==> config.mk <==
export PLATFORM = sky130hd
export DESIGN_NAME = blit_loop_sequencer
export DESIGN_NICKNAME = d
export VERILOG_FILES = /design/src/rtl/blit_seq_pkg.sv /design/src/rtl/dn_cnt_ld.sv /design/src/rtl/blit_loop_sequencer.sv
export SDC_FILE = /design/constraint.sdc
export NUM_CORES = 1
export LEC_CHECK = 0
export BUFFER_PORTS_ARGS = -buffer_cell sky130_fd_sc_hd__buf_2
export CELL_PAD_IN_SITES_DETAIL_PLACEMENT = 0
export CELL_PAD_IN_SITES_GLOBAL_PLACEMENT = 1
export CORE_UTILIZATION = 38
export CTS_BUF_LIST = sky130_fd_sc_hd__clkbuf_4 sky130_fd_sc_hd__clkbuf_8
export DETAILED_ROUTE_END_ITERATION = 12
export HOLD_SLACK_MARGIN = 0.08
export PLACE_DENSITY = 0.89
export REMOVE_ABC_BUFFERS = 1
export SYNTH_ARGS = -nofsm -noshare
export SYNTH_HDL_FRONTEND = slang
export SYNTH_HIERARCHICAL = 1
export SYNTH_SLANG_ARGS = --single-unit
export TNS_END_PERCENT = 100
==> constraint.sdc <==
create_clock -name CLK -period 4.1 [get_ports CLK]
set_input_delay 0.205 -clock CLK [delete_from_list [all_inputs] [get_ports CLK]]
set_output_delay 0.205 -clock CLK [all_outputs]
set_load 0.1 [all_outputs]
==> src/rtl/blit_seq_pkg.sv <==
// rtl/blit_seq_pkg.sv - shared state encoding and constants for the blit loop sequencer
package blit_seq_pkg;

   localparam int unsigned DEF_IW   = 10;
   localparam int unsigned DEF_OW   = 8;
   localparam int unsigned TERM_CNT = 1;

   typedef enum logic [1:0] {
      ST_IDLE   = 2'd0,
      ST_RUN    = 2'd1,
      ST_RELOAD = 2'd2,
      ST_DONE   = 2'd3
   } t_blit_seq_state;

endpackage

==> src/rtl/dn_cnt_ld.sv <==
// rtl/dn_cnt_ld.sv - loadable down counter built from toggle slices with ripple borrow
module dn_cnt_ld
   import blit_seq_pkg::*;
#(
   parameter int W = 8
) (
   input  logic         CLK,
   input  logic         RESET,
   input  logic         LD,
   input  logic [W-1:0] LD_VAL,
   input  logic         DEC,
   output logic [W-1:0] CNT,
   output logic         IS_ONE
);

   logic [W-1:0] borrow;
   logic [W-1:0] cnt_dec;

   // Bit 0 borrows on the decrement enable; each higher slice borrows while all lower bits are zero.
   assign borrow[0] = DEC;

   for (genvar i = 1; i < W; i++) begin : g_borrow
      assign borrow[i] = borrow[i-1] & ~CNT[i-1];
   end

   // A slice toggles whenever its borrow-in is high, giving a modulo-2^W decrement.
   assign cnt_dec = CNT ^ borrow;

   assign IS_ONE = (CNT == W'(TERM_CNT));

   // Load wins over decrement; with DEC low cnt_dec equals CNT, so the count holds.
   always_ff @(posedge CLK) begin
      if (RESET) begin
         CNT <= '0;
      end else if (LD) begin
         CNT <= LD_VAL;
      end else begin
         CNT <= cnt_dec;
      end
   end

endmodule

==> src/rtl/blit_loop_sequencer.sv <==
// rtl/blit_loop_sequencer.sv - two-level element/line step sequencer for the blitter
module blit_loop_sequencer
   import blit_seq_pkg::*;
#(
   parameter int IW = DEF_IW,
   parameter int OW = DEF_OW
) (
   input  logic          CLK,
   input  logic          RESET,
   input  logic          START,
   input  logic          ABORT,
   input  logic [IW-1:0] INNER_LEN,
   input  logic [OW-1:0] OUTER_LEN,
   input  logic          STEP,
   output logic [IW-1:0] INNER_CNT,
   output logic [OW-1:0] OUTER_CNT,
   output logic          INNER_LAST,
   output logic          OUTER_STEP,
   output logic          STALL,
   output logic          BUSY,
   output logic          DONE
);

   t_blit_seq_state state;

   logic          in_ld;
   logic [IW-1:0] in_ld_val;
   logic          in_dec;
   logic          in_one;
   logic          out_ld;
   logic [OW-1:0] out_ld_val;
   logic          out_dec;
   logic          out_one;

   // Counter load/decrement requests; ABORT freezes both counts.
   always_comb begin
      in_ld      = 1'b0;
      in_ld_val  = INNER_LEN;
      in_dec     = 1'b0;
      out_ld     = 1'b0;
      out_ld_val = OUTER_LEN;
      out_dec    = 1'b0;
      if (!ABORT) begin
         case (state)
            ST_IDLE: begin
               if (START) begin
                  in_ld  = 1'b1;
                  out_ld = 1'b1;
               end
            end
            ST_RUN: begin
               if (STEP) begin
                  if (!in_one) begin
                     in_dec = 1'b1;
                  end else begin
                     in_ld     = 1'b1;
                     in_ld_val = '0;
                     if (out_one) begin
                        out_ld     = 1'b1;
                        out_ld_val = '0;
                     end
                  end
               end
            end
            ST_RELOAD: begin
               // INNER_LEN is re-sampled so the CPU may change it between lines.
               in_ld   = 1'b1;
               out_dec = 1'b1;
            end
            default: ;
         endcase
      end
   end

   dn_cnt_ld #(.W(IW)) u_inner (
      .CLK    (CLK),
      .RESET  (RESET),
      .LD     (in_ld),
      .LD_VAL (in_ld_val),
      .DEC    (in_dec),
      .CNT    (INNER_CNT),
      .IS_ONE (in_one)
   );

   dn_cnt_ld #(.W(OW)) u_outer (
      .CLK    (CLK),
      .RESET  (RESET),
      .LD     (out_ld),
      .LD_VAL (out_ld_val),
      .DEC    (out_dec),
      .CNT    (OUTER_CNT),
      .IS_ONE (out_one)
   );

   assign INNER_LAST = (state == ST_RUN) && in_one;

   // Sequencer FSM with registered status outputs that track the next state.
   always_ff @(posedge CLK) begin
      if (RESET) begin
         state      <= ST_IDLE;
         STALL      <= 1'b0;
         OUTER_STEP <= 1'b0;
         BUSY       <= 1'b0;
         DONE       <= 1'b0;
      end else if (ABORT) begin
         state      <= ST_IDLE;
         STALL      <= 1'b0;
         OUTER_STEP <= 1'b0;
         BUSY       <= 1'b0;
         DONE       <= 1'b0;
      end else begin
         STALL      <= 1'b0;
         OUTER_STEP <= 1'b0;
         DONE       <= 1'b0;
         case (state)
            ST_IDLE: begin
               if (START) begin
                  state <= ST_RUN;
                  BUSY  <= 1'b1;
               end
            end
            ST_RUN: begin
               if (STEP && in_one) begin
                  if (out_one) begin
                     state <= ST_DONE;
                     DONE  <= 1'b1;
                  end else begin
                     state      <= ST_RELOAD;
                     STALL      <= 1'b1;
                     OUTER_STEP <= 1'b1;
                  end
               end
            end
            ST_RELOAD: begin
               state <= ST_RUN;
            end
            default: begin
               state <= ST_IDLE;
               BUSY  <= 1'b0;
            end
         endcase
      end
   end

endmodule
# After elaboration in Yosys (flattened, before gate mapping)
# Cells that the tools add are included.
[word_totals]
output_inout_bits = 23
input_bits = 23
latchBits = 0
register_bits = 23
n_memories = 0
ram_bits = 0
mem_bits_ro = 0
[classes]
div_mod_pow = 0
n_shift = 0
n_eq_ne = 6
bitwise_logic = 37
multipliers = 0
order_cmp = 0
muxes = 34
addsub = 0
n_reduce_logical = 8
[ops]
columns = ["op", "count"]
rows = [
  ["10-bit 2-to-1 mux", 5],
  ["8-bit 2-to-1 mux", 6],
  ["1-bit NOT", 19],
  ["1-bit 2-to-1 mux", 17],
  ["1-bit bitwise AND", 16],
  ["10-bit by 1-bit equality test with 1-bit output (second input constant)", 1],
  ["10-bit XOR", 1],
  ["8-bit by 1-bit equality test with 1-bit output (second input constant)", 1],
  ["8-bit XOR", 1],
  ["2-bit case mux with 3 select lines", 1],
  ["2-bit 2-to-1 mux", 2],
  ["1-bit case mux with 2 select lines", 2],
  ["2-bit AND reduction", 2],
  ["2-bit OR reduction", 2],
  ["4-bit OR reduction", 1],
  ["1-bit case mux with 3 select lines", 1],
  ["2-bit by 1-bit equality test with 1-bit output (second input constant)", 1],
  ["2-bit equality test (second input constant)", 1],
  ["1-bit logical AND", 2],
  ["2-bit logical NOT", 1],
  ["2-bit by 1-bit inequality test with 1-bit output (second input constant)", 1],
  ["2-bit inequality test (second input constant)", 1],
]

# Logic depth before layout (Yosys ltp)
# Gate-level depths: netlist of the first run.
[depth]
ltp_word = 16
ltp_mapped = 14

# Hierarchy
# The synthesis of the first run kept the hierarchy.
[modules_own_cells]
columns = ["module", "cells_each", "n_inst", "area_each_um2"]
rows = [
  ["dn_cnt_ld (u_inner)", 55, 1, 538.0],
  ["blit_loop_sequencer", 58, 1, 445.4],
  ["dn_cnt_ld (u_outer)", 44, 1, 439.2],
]

# Least setup slack after synthesis of the first run
# Ideal clock, no wire load.
[synth_path]
path_type = "flip-flop to flip-flop"
startpoint = "register u_inner.CNT[0]"
endpoint = "register u_inner.CNT[9]"
stages_incl_launch_ff = 15
setup_ps = 86
slack_ps = 295
period_less_slack_ps = 3805
arrival_ps = 3719
t_required_ps = 4014
path_buffers = 0
cell_sequence = "dfxtp_1 > or4b_1 > nor4_2 > nor4bb_1 > ha_1 > ha_1 > ha_1 > ha_1 > ha_1 > ha_1 > ha_1 > ha_1 > ha_1 > xnor2_1 > a211oi_1"
[synth_via]
elab_chain_cells = 16
word_cells_on_any_way = 25
[synth_lines]
columns = ["item", "line", "text"]
rows = [
  ["start, declared", "dn_cnt_ld.sv:12", "output logic [W-1:0] CNT,"],
  ["start signal, assigned", "dn_cnt_ld.sv:38", "CNT <= cnt_dec;"],
  ["10-bit by 1-bit equality test with 1-bit output", "dn_cnt_ld.sv:29", "assign IS_ONE = (CNT == W'(TERM_CNT));"],
  ["named net in_one", "blit_loop_sequencer.sv:29", "logic in_one;"],
  ["1-bit 2-to-1 mux", "blit_loop_sequencer.sv:53", "if (!in_one) begin"],
  ["1-bit 2-to-1 mux", "blit_loop_sequencer.sv:52", "if (STEP) begin"],
  ["1-bit 2-to-1 mux", "blit_loop_sequencer.sv:44", "case (state)"],
  ["1-bit 2-to-1 mux", "blit_loop_sequencer.sv:43", "if (!ABORT) begin"],
  ["named net in_dec", "blit_loop_sequencer.sv:28", "logic in_dec;"],
  ["1-bit bitwise AND (9 in a row)", "dn_cnt_ld.sv:23", "assign borrow[i] = borrow[i-1] & ~CNT[i-1];"],
  ["10-bit XOR", "dn_cnt_ld.sv:27", "assign cnt_dec = CNT ^ borrow;"],
  ["10-bit 2-to-1 mux", "dn_cnt_ld.sv:35", "end else if (LD) begin"],
]
# The timed path passes the listed nets, and every way through them passes these cells.
# A chain may end at the register's enable or synchronous reset.

# Final worst setup path of the first run
[layout_path]
startpoint = "register u_inner.CNT[5]"
endpoint = "register u_inner.CNT[9]"
# The elaborated chain is that of the path after synthesis.

==> impl_results.md, run 1 <==
- IO Count: between 40 and 50
- Average routed wire per standard cell: approximately 12 um
- Syn Area/Cell: between 9 and 10 um2
- CTS tree: built
- First-pass GRT wire length: roughly 5.2 mm
- Die area: ~0.0040 mm2
- Ys Warns: 6
- RSZ-0062 raised after global routing: no
- Relative slew margins: 0.577
- Worst vdd ir: 0.000223 V
- Clk sink count: 23
- CP endpoint kind: register
- Root Buffer: clkbuf_8
- Synth async-reset ratio: 0
- Worst-path fanout max: 4
- Worst EP arrival: about 3.6 ns
- Fill cells: 363
- DRC Markers: 0
- Post-CTS sizing: 0
- Area of the multi-input gates: about 860 um2
- Die height: 63.2 um
- Fin Clk Skew: 0.00372 ns
- Number of global-route vias before repair: between 1000 and 1500
- Gr usage total: 0.167
- Worst-path clk slew: around 0.090 ns
- Pre-CTS setup slack: roughly 0.70 ns
- Final WS setup: ~0.67 ns
- CTS max path bufs: 2
- Overflow after GRT: 0
- Mapped Cells: 157
- Layout cells sized above 1: 0.286
- GP Congestion: 0.825
- #FFs+latches synth: 23
- Pwr/cell area: 344 mW/mm2
- DR pass1 iterations: 5
- Area Growth Syn to Fin: 22.3%
- CTS H-tree lvls: 1
- Sequential cell area: around 460 um2
- Via density: ~5.0
- Outcome: complete, no violations
- Die Wd: 63.2 um
- 1st-iter DRT viols: 47
- Main synth FF type: dfxtp_1
- Inserted Diodes: 0
- Final worst path period share: 0.837
- Post-synth cell types: 31
- Leak Pwr: between 0.0007 and 0.0008 uW
- Initial Util: 0.410
- Cell area after synthesis: ~0.0014 mm2
- # hold bufs at CTS: 0
- Row count: 21
- Initial antenna violation count: 0
- Slew @ Worst Pin: approximately 0.63 ns
- Later-pin clock latency in the skew report: roughly 0.27 ns
- Post-CTS setup buffer count: 0
- Final #Nets: ~250
- Final min period: ~3.4 ns
- # port buffers: 45
- Startpoint types: register
- Final WL: approximately 3 mm
- Min-delay worst type: primary input to register
- Core footprint: around 0.0035 mm2
- Crit path kind: register to register
- Max Slew Vio Count: 0
- Hpwl dp: 2.32 mm
- Crit path required time: ~4.3 ns
- Antenna-violating nets left: 0
- Final core utilization: 0.502
- Sequential area share after synthesis: 0.324
- Vias: 1239
- Post-synth EDFFs: 0
- Cts bufs inserted: 3
- Commonest non-fill, non-tap cell in the layout: buf_2
- MaxCap Viol Count: 0
- Fmax achieved: 291 MHz
- Largest net degree at the start of global routing: 23
- Setup TNS: 0 ns
- Final setup fails: 0
- Most frequent cells in the layout: buf_2 (45), dfxtp_1 (23), a211oi_1 (20), ha_1 (20)
- Hold Fails Final Rpt: 0
==> final timing paths <==
| path | from | endpoint | slack [ns] | cells after the start |
|---|---|---|---|---|
| setup / recovery | u_inner/CNT[5]$_SDFF_PP0_ | u_inner/CNT[9]$_SDFF_PP0_ | 0.67 | 14 |
| hold / removal | START | BUSY$_SDFFE_PP0P_ | 0.22 | 3 |
| setup reg to reg | u_inner/CNT[5]$_SDFF_PP0_ | u_inner/CNT[9]$_SDFF_PP0_ | 0.67 | 14 |
| hold reg to reg | BUSY$_SDFFE_PP0P_ | BUSY$_SDFFE_PP0P_ | 0.47 | 2 |
==> kinds of logic after synthesis <==
group                    Yosys count  share of synthesized area
multiplexers                       1                    0.00704
adder cells (fa/ha/maj)           20                      0.176
buffers and inverters             25                     0.0686
AND/OR/NAND/NOR                   59                      0.281
flip-flops                        23                      0.324
AO/OA/AOI/OAI                     27                      0.132
XOR/XNOR                           2                     0.0123
==> metal layers <==
layer | GRT usage | up-vias | part of all wire | wire [um]
met4 | 0.0369 | 0 | 0.0068 | 21
li1 | - | 628 | - | -
met5 | 0 | - | 0 | 0
met1 | 0.222 | 573 | 0.47 | 1440
met3 | 0.0453 | 2 | 0.064 | 199
met2 | 0.266 | 36 | 0.46 | 1420
==> cell type report <==
type	count	share of cell area
inverters	21	0.0453
clock buffers	3	0.0237
flip-flops and latches	23	0.265
multi-input cells	109	0.497
well taps	46	0.0331
clock inverters	1	0.00288
repair buffers	46	0.134
==> worst max-delay path: stages, from the launching register on <==
cell and delay (ns):
dfxtp_1 0.32, or4_4 0.53, nor4_2 0.39, nor4bb_1 0.12
ha_1 0.22, ha_1 0.18, ha_1 0.18, ha_1 0.18
ha_1 0.18, ha_1 0.18, ha_1 0.18, ha_1 0.18
ha_1 0.18, xnor2_1 0.12, a211oi_1 0.23
==> per-stage QoR <==
| step | hold slack (ns) | total power (uW) | instances | area [um2] |
|---|---|---|---|---|
| final | 0.218 | 599 | 249 | 1740 |
| after floorplan | 0.277 | 418 | 153 | 1400 |
| after detailed placement | 0.456 | 461 | 245 | 1690 |
| after global placement | 0.454 | 461 | 245 | 1690 |
| after global routing | 0.221 | 629 | 249 | 1740 |
| after CTS | 0.213 | 604 | 249 | 1740 |
==> registers in the layout, summed over array words and instances, names as in the netlist <==
signal       flops
state            2
u_outer/CNT      8
BUSY             1
DONE             1
u_inner/CNT     10
STALL            1
==> synthesized netlist by cell type (2+ instances only) <==
cell	count	area (um2)
dfxtp_1	23	460
a211oi_1	20	150
ha_1	20	250
inv_1	19	71.3
nor2b_1	19	119
and2_1	18	113
a21oi_1	4	20.0
nor2_1	4	15.0
nand2_1	3	11.3
buf_1	2	7.51
nand3_1	2	10.0
o21ai_0	2	10.0
or4_4	2	22.5
xnor2_1	2	17.5
==> power breakdown <==
group,leakage (uW),switching (uW),internal [uW]
combinational,0.000565,152,52.9
clock,0.0000255,75.5,67.9
sequential,0.000189,12.0,239
Note: power is estimated with default switching activity, not from simulation.
==> inputs of run 2 (changes only) <==
--- a/config.mk
+++ b/config.mk
@@ -8,11 +8,11 @@
 export BUFFER_PORTS_ARGS = -buffer_cell sky130_fd_sc_hd__buf_2
 export CELL_PAD_IN_SITES_DETAIL_PLACEMENT = 0
 export CELL_PAD_IN_SITES_GLOBAL_PLACEMENT = 1
-export CORE_UTILIZATION = 38
+export CORE_UTILIZATION = 35
 export CTS_BUF_LIST = sky130_fd_sc_hd__clkbuf_4 sky130_fd_sc_hd__clkbuf_8
 export DETAILED_ROUTE_END_ITERATION = 12
 export HOLD_SLACK_MARGIN = 0.08
-export PLACE_DENSITY = 0.89
+export PLACE_DENSITY = 0.86
 export REMOVE_ABC_BUFFERS = 1
 export SYNTH_ARGS = -nofsm -noshare
 export SYNTH_HDL_FRONTEND = slang
==> constraint.sdc (replaced) <==
create_clock -name CLK -period 3 [get_ports CLK]
set_input_delay 0.15 -clock CLK [delete_from_list [all_inputs] [get_ports CLK]]
set_output_delay 0.15 -clock CLK [all_outputs]
set_load 0.1 [all_outputs]
==> run 2 against run 1 <==
Compared with the run above: the flow now finishes with violations (negative setup slack); register-to-register slack lost 0.69 ns; sequential share of layout area decreased by 3.0 points; die area rose by 8.3%; wire length grew 5.3%; maximum frequency rose by 14%; clock skew about the same; combinational power grew 54%; first-iteration DRC count is 36% lower.
==> impl_results.md, run 2 (synthesized netlist as in run 1, its figures left out) <==
- Number of flip-flops in the largest register: 10 (unchanged)
- Die Wd: 65.8 um (+4.1%)
- R2r startpoint: u_inner/CNT[7]$_SDFF_PP0_
- Cts bufs inserted: 3 (unchanged)
- Final setup fails: 1 (+1)
- Pwr/cell area: 435 mW/mm2 (+26%)
- Final core utilization: 0.523 (+0.0208)
- Outcome: finished, violations left
- Relative slew margins: 0.674 (+0.0975)
- Worst-path clk slew: 0.08 ns (about the same)
- Slew @ Worst Pin: 0.492 ns (-0.143 ns)
- Pre-CTS setup slack: -0.329 ns (-1.03 ns)
- Die height: 65.8 um (+4.1%)
- CP most frequent cell: ha_4
- Placement Cell Area: 0.00178 mm2 (+5.0%)
- Core footprint: 0.00377 mm2 (+8.7%)
- Root Buffer: clkbuf_8
- CTS tree: built
- R2R cell count: 14 (unchanged)
- Hold Fails Final Rpt: 0 (unchanged)
- Slowest stage delay, CP: 0.54 ns (about the same)
- Final Cell Area: 0.00197 mm2 (+13%)
- Vias: 1245 (+0.48%)
- DRC Markers: 0 (unchanged)
- Number of global-route vias before repair: 1200 (+5.3%)
- Startpoint types: register
- Fmax achieved: 331 MHz (+14%)
- Top flop regs: u_inner/CNT x10, u_outer/CNT x8, state x2
- Gr usage total: 0.169 (+0.00206)
- MaxCap Viol Count: 0 (unchanged)
- Hpwl dp: 2.45 mm (+5.8%)
- Fin Clk Skew: 0.00332 ns (-0.000405 ns)
- Crit path kind: register to register
- DR pass1 iterations: 4 (-1)
- Crit path required time: 3.19 ns (-1.09 ns)
- Max Slew Vio Count: 0 (unchanged)
- Initial antenna violation count: 0 (unchanged)
- Most frequent cells in the layout: buf_2 (45), dfxtp_1 (21), inv_1 (19), nor2b_1 (19)
- Final WL: 3.25 mm (+5.3%)
- Fill cells: 371 (+2.2%)
- Final #Nets: 259 (+4.9%)
- Largest net degree at the start of global routing: 23 (unchanged)
- IO Count: 46 (unchanged)
- FF-to-FF End: u_inner/CNT[9]$_SDFF_PP0_
- Area Growth Syn to Fin: 38.5%
- Family with the most delay on the worst path: adder cells
- Antenna-violating nets left: 0 (unchanged)
- Worst-path fanout max: 2 (-2)
- Hold endpoint: BUSY$_SDFFE_PP0P_
- Clk sink count: 23 (unchanged)
- Inserted Diodes: 0 (unchanged)
- # hold bufs at CTS: 0 (unchanged)
- # port buffers: 45 (unchanged)
- Initial Util: 0.377 (-0.0329)
- Final worst path period share: 1.01 (+0.171)
- Commonest non-fill, non-tap cell in the layout: buf_2
- Hold_sp: START
- Die area: 0.00432 mm2 (+8.3%)
- Worst vdd ir: 0.000194 V (-13%)
- First-pass GRT wire length: 5.46 mm (+4.3%)
- Crit path cell chain: or4b_4 -> nor4_4 -> nor4bb_1 -> ha_2 -> ha_4 -> ha_4 -> ha_4 -> ha_4 -> ha_4 -> ha_4 -> ha_4 -> ha_4 -> xnor2_2 -> a211oi_2
- Placed Cells: 258 (+5.3%)
- GP Congestion: 0.806 (-2.3%)
- RSZ-0062 raised after global routing: yes
- Later-pin clock latency in the skew report: 0.26 ns (about the same)
- Worst EP arrival: 3.21 ns (-0.41 ns)
- CP bufs+invs: 0 (unchanged)
- Critical-path top delay cell: or4b_4
- Layout cells sized above 1: 0.395 (+0.110)
- Final WS setup: -0.0234 ns (-0.691 ns)
- Via density: 4.73 (-4.9%)
- CTS max path bufs: 2 (unchanged)
- Final min period: 3.02 ns (-0.409 ns)
- Non-Filler Instances: 263 (+5.6%)
- WHS Path Cells: 3 (unchanged)
- Row count: 22 (+4.8%)
- Failing checks: negative setup slack
- CTS H-tree lvls: 1 (unchanged)
- Register with the most flip-flops: u_inner/CNT
- 1st-iter DRT viols: 30 (-36%)
- Min-delay worst type: primary input to register
- R2R setup slack: -0.02 ns (-0.69 ns)
- CP endpoint kind: register
- Leak Pwr: 0.000852 uW (+9.2%)
- Overflow after GRT: 0 (unchanged)
- Average routed wire per standard cell: 12.4 um (-0.32%)
==> run 2: cell types whose count changed in the layout (fill, tap and decap cells not counted), sizes merged <==
cell    before  now
clkinv       2    1
clkbuf       3    4
buf         46   58
==> run 2: stage by stage <==
stage	setup TNS (ns)	total power (uW)	hold slack, ns
final	-0.0234	857	0.159
after detailed placement	-0.704	645	0.431
after global routing	-0.220	903	0.186
after CTS	-0.0314	862	0.144
after floorplan	-4.27	571	0.222
after global placement	-0.409	644	0.431
==> run 2: worst max-delay path by stage <==
stage	slack [ns]	cells past startpoint	from	to
after floorplan	-0.80	14	u_inner/CNT[0]$_SDFF_PP0_	u_inner/CNT[9]$_SDFF_PP0_
after global placement	-0.21	14	u_inner/CNT[5]$_SDFF_PP0_	u_inner/CNT[9]$_SDFF_PP0_
after detailed placement	-0.33	14	u_inner/CNT[5]$_SDFF_PP0_	u_inner/CNT[9]$_SDFF_PP0_
after CTS	-0.03	14	u_inner/CNT[6]$_SDFF_PP0_	u_inner/CNT[9]$_SDFF_PP0_
after global routing	-0.14	14	u_inner/CNT[7]$_SDFF_PP0_	u_inner/CNT[9]$_SDFF_PP0_
final	-0.02	14	u_inner/CNT[7]$_SDFF_PP0_	u_inner/CNT[9]$_SDFF_PP0_
==> run 2: worst min-delay path: cells and delay by family <==
family,cells,cell delay (ns)
buffers and inverters,1,0.11
AO/OA/AOI/OAI,1,0.06
AND/OR/NAND/NOR,1,0.07
==> run 2: cell type report <==
class	instances	area, um2	area share
sequential	23	463	0.235
inverter	21	78.8	0.0400
multi-input combinational	109	997	0.506
timing repair buffer	58	323	0.164
tap	48	60.1	0.0305
clock buffer	4	48.8	0.0248
==> run 2: report_power, final <==
group	total [uW]	switching (uW)	internal [uW]
clock	199	95.2	104
sequential	343	16.6	327
combinational	315	220	94.7
total	857	332	525
==> run 2: timing repair <==
item,4_1_cts,5_1_grt
setup endpoints to repair,3,2
pin swaps,7,2
setup buffers,0,1
resized for setup,21,3
==> run 2: layer usage <==
| metal | up-vias | wire length [um] | GRT usage |
|---|---|---|---|
| li1 | 651 | - | - |
| met2 | 23 | 1620 | 0.282 |
| met3 | 5 | 127 | 0.0417 |
| met1 | 566 | 1460 | 0.208 |
| met5 | - | 0 | 0 |
| met4 | 0 | 41 | 0.0571 |
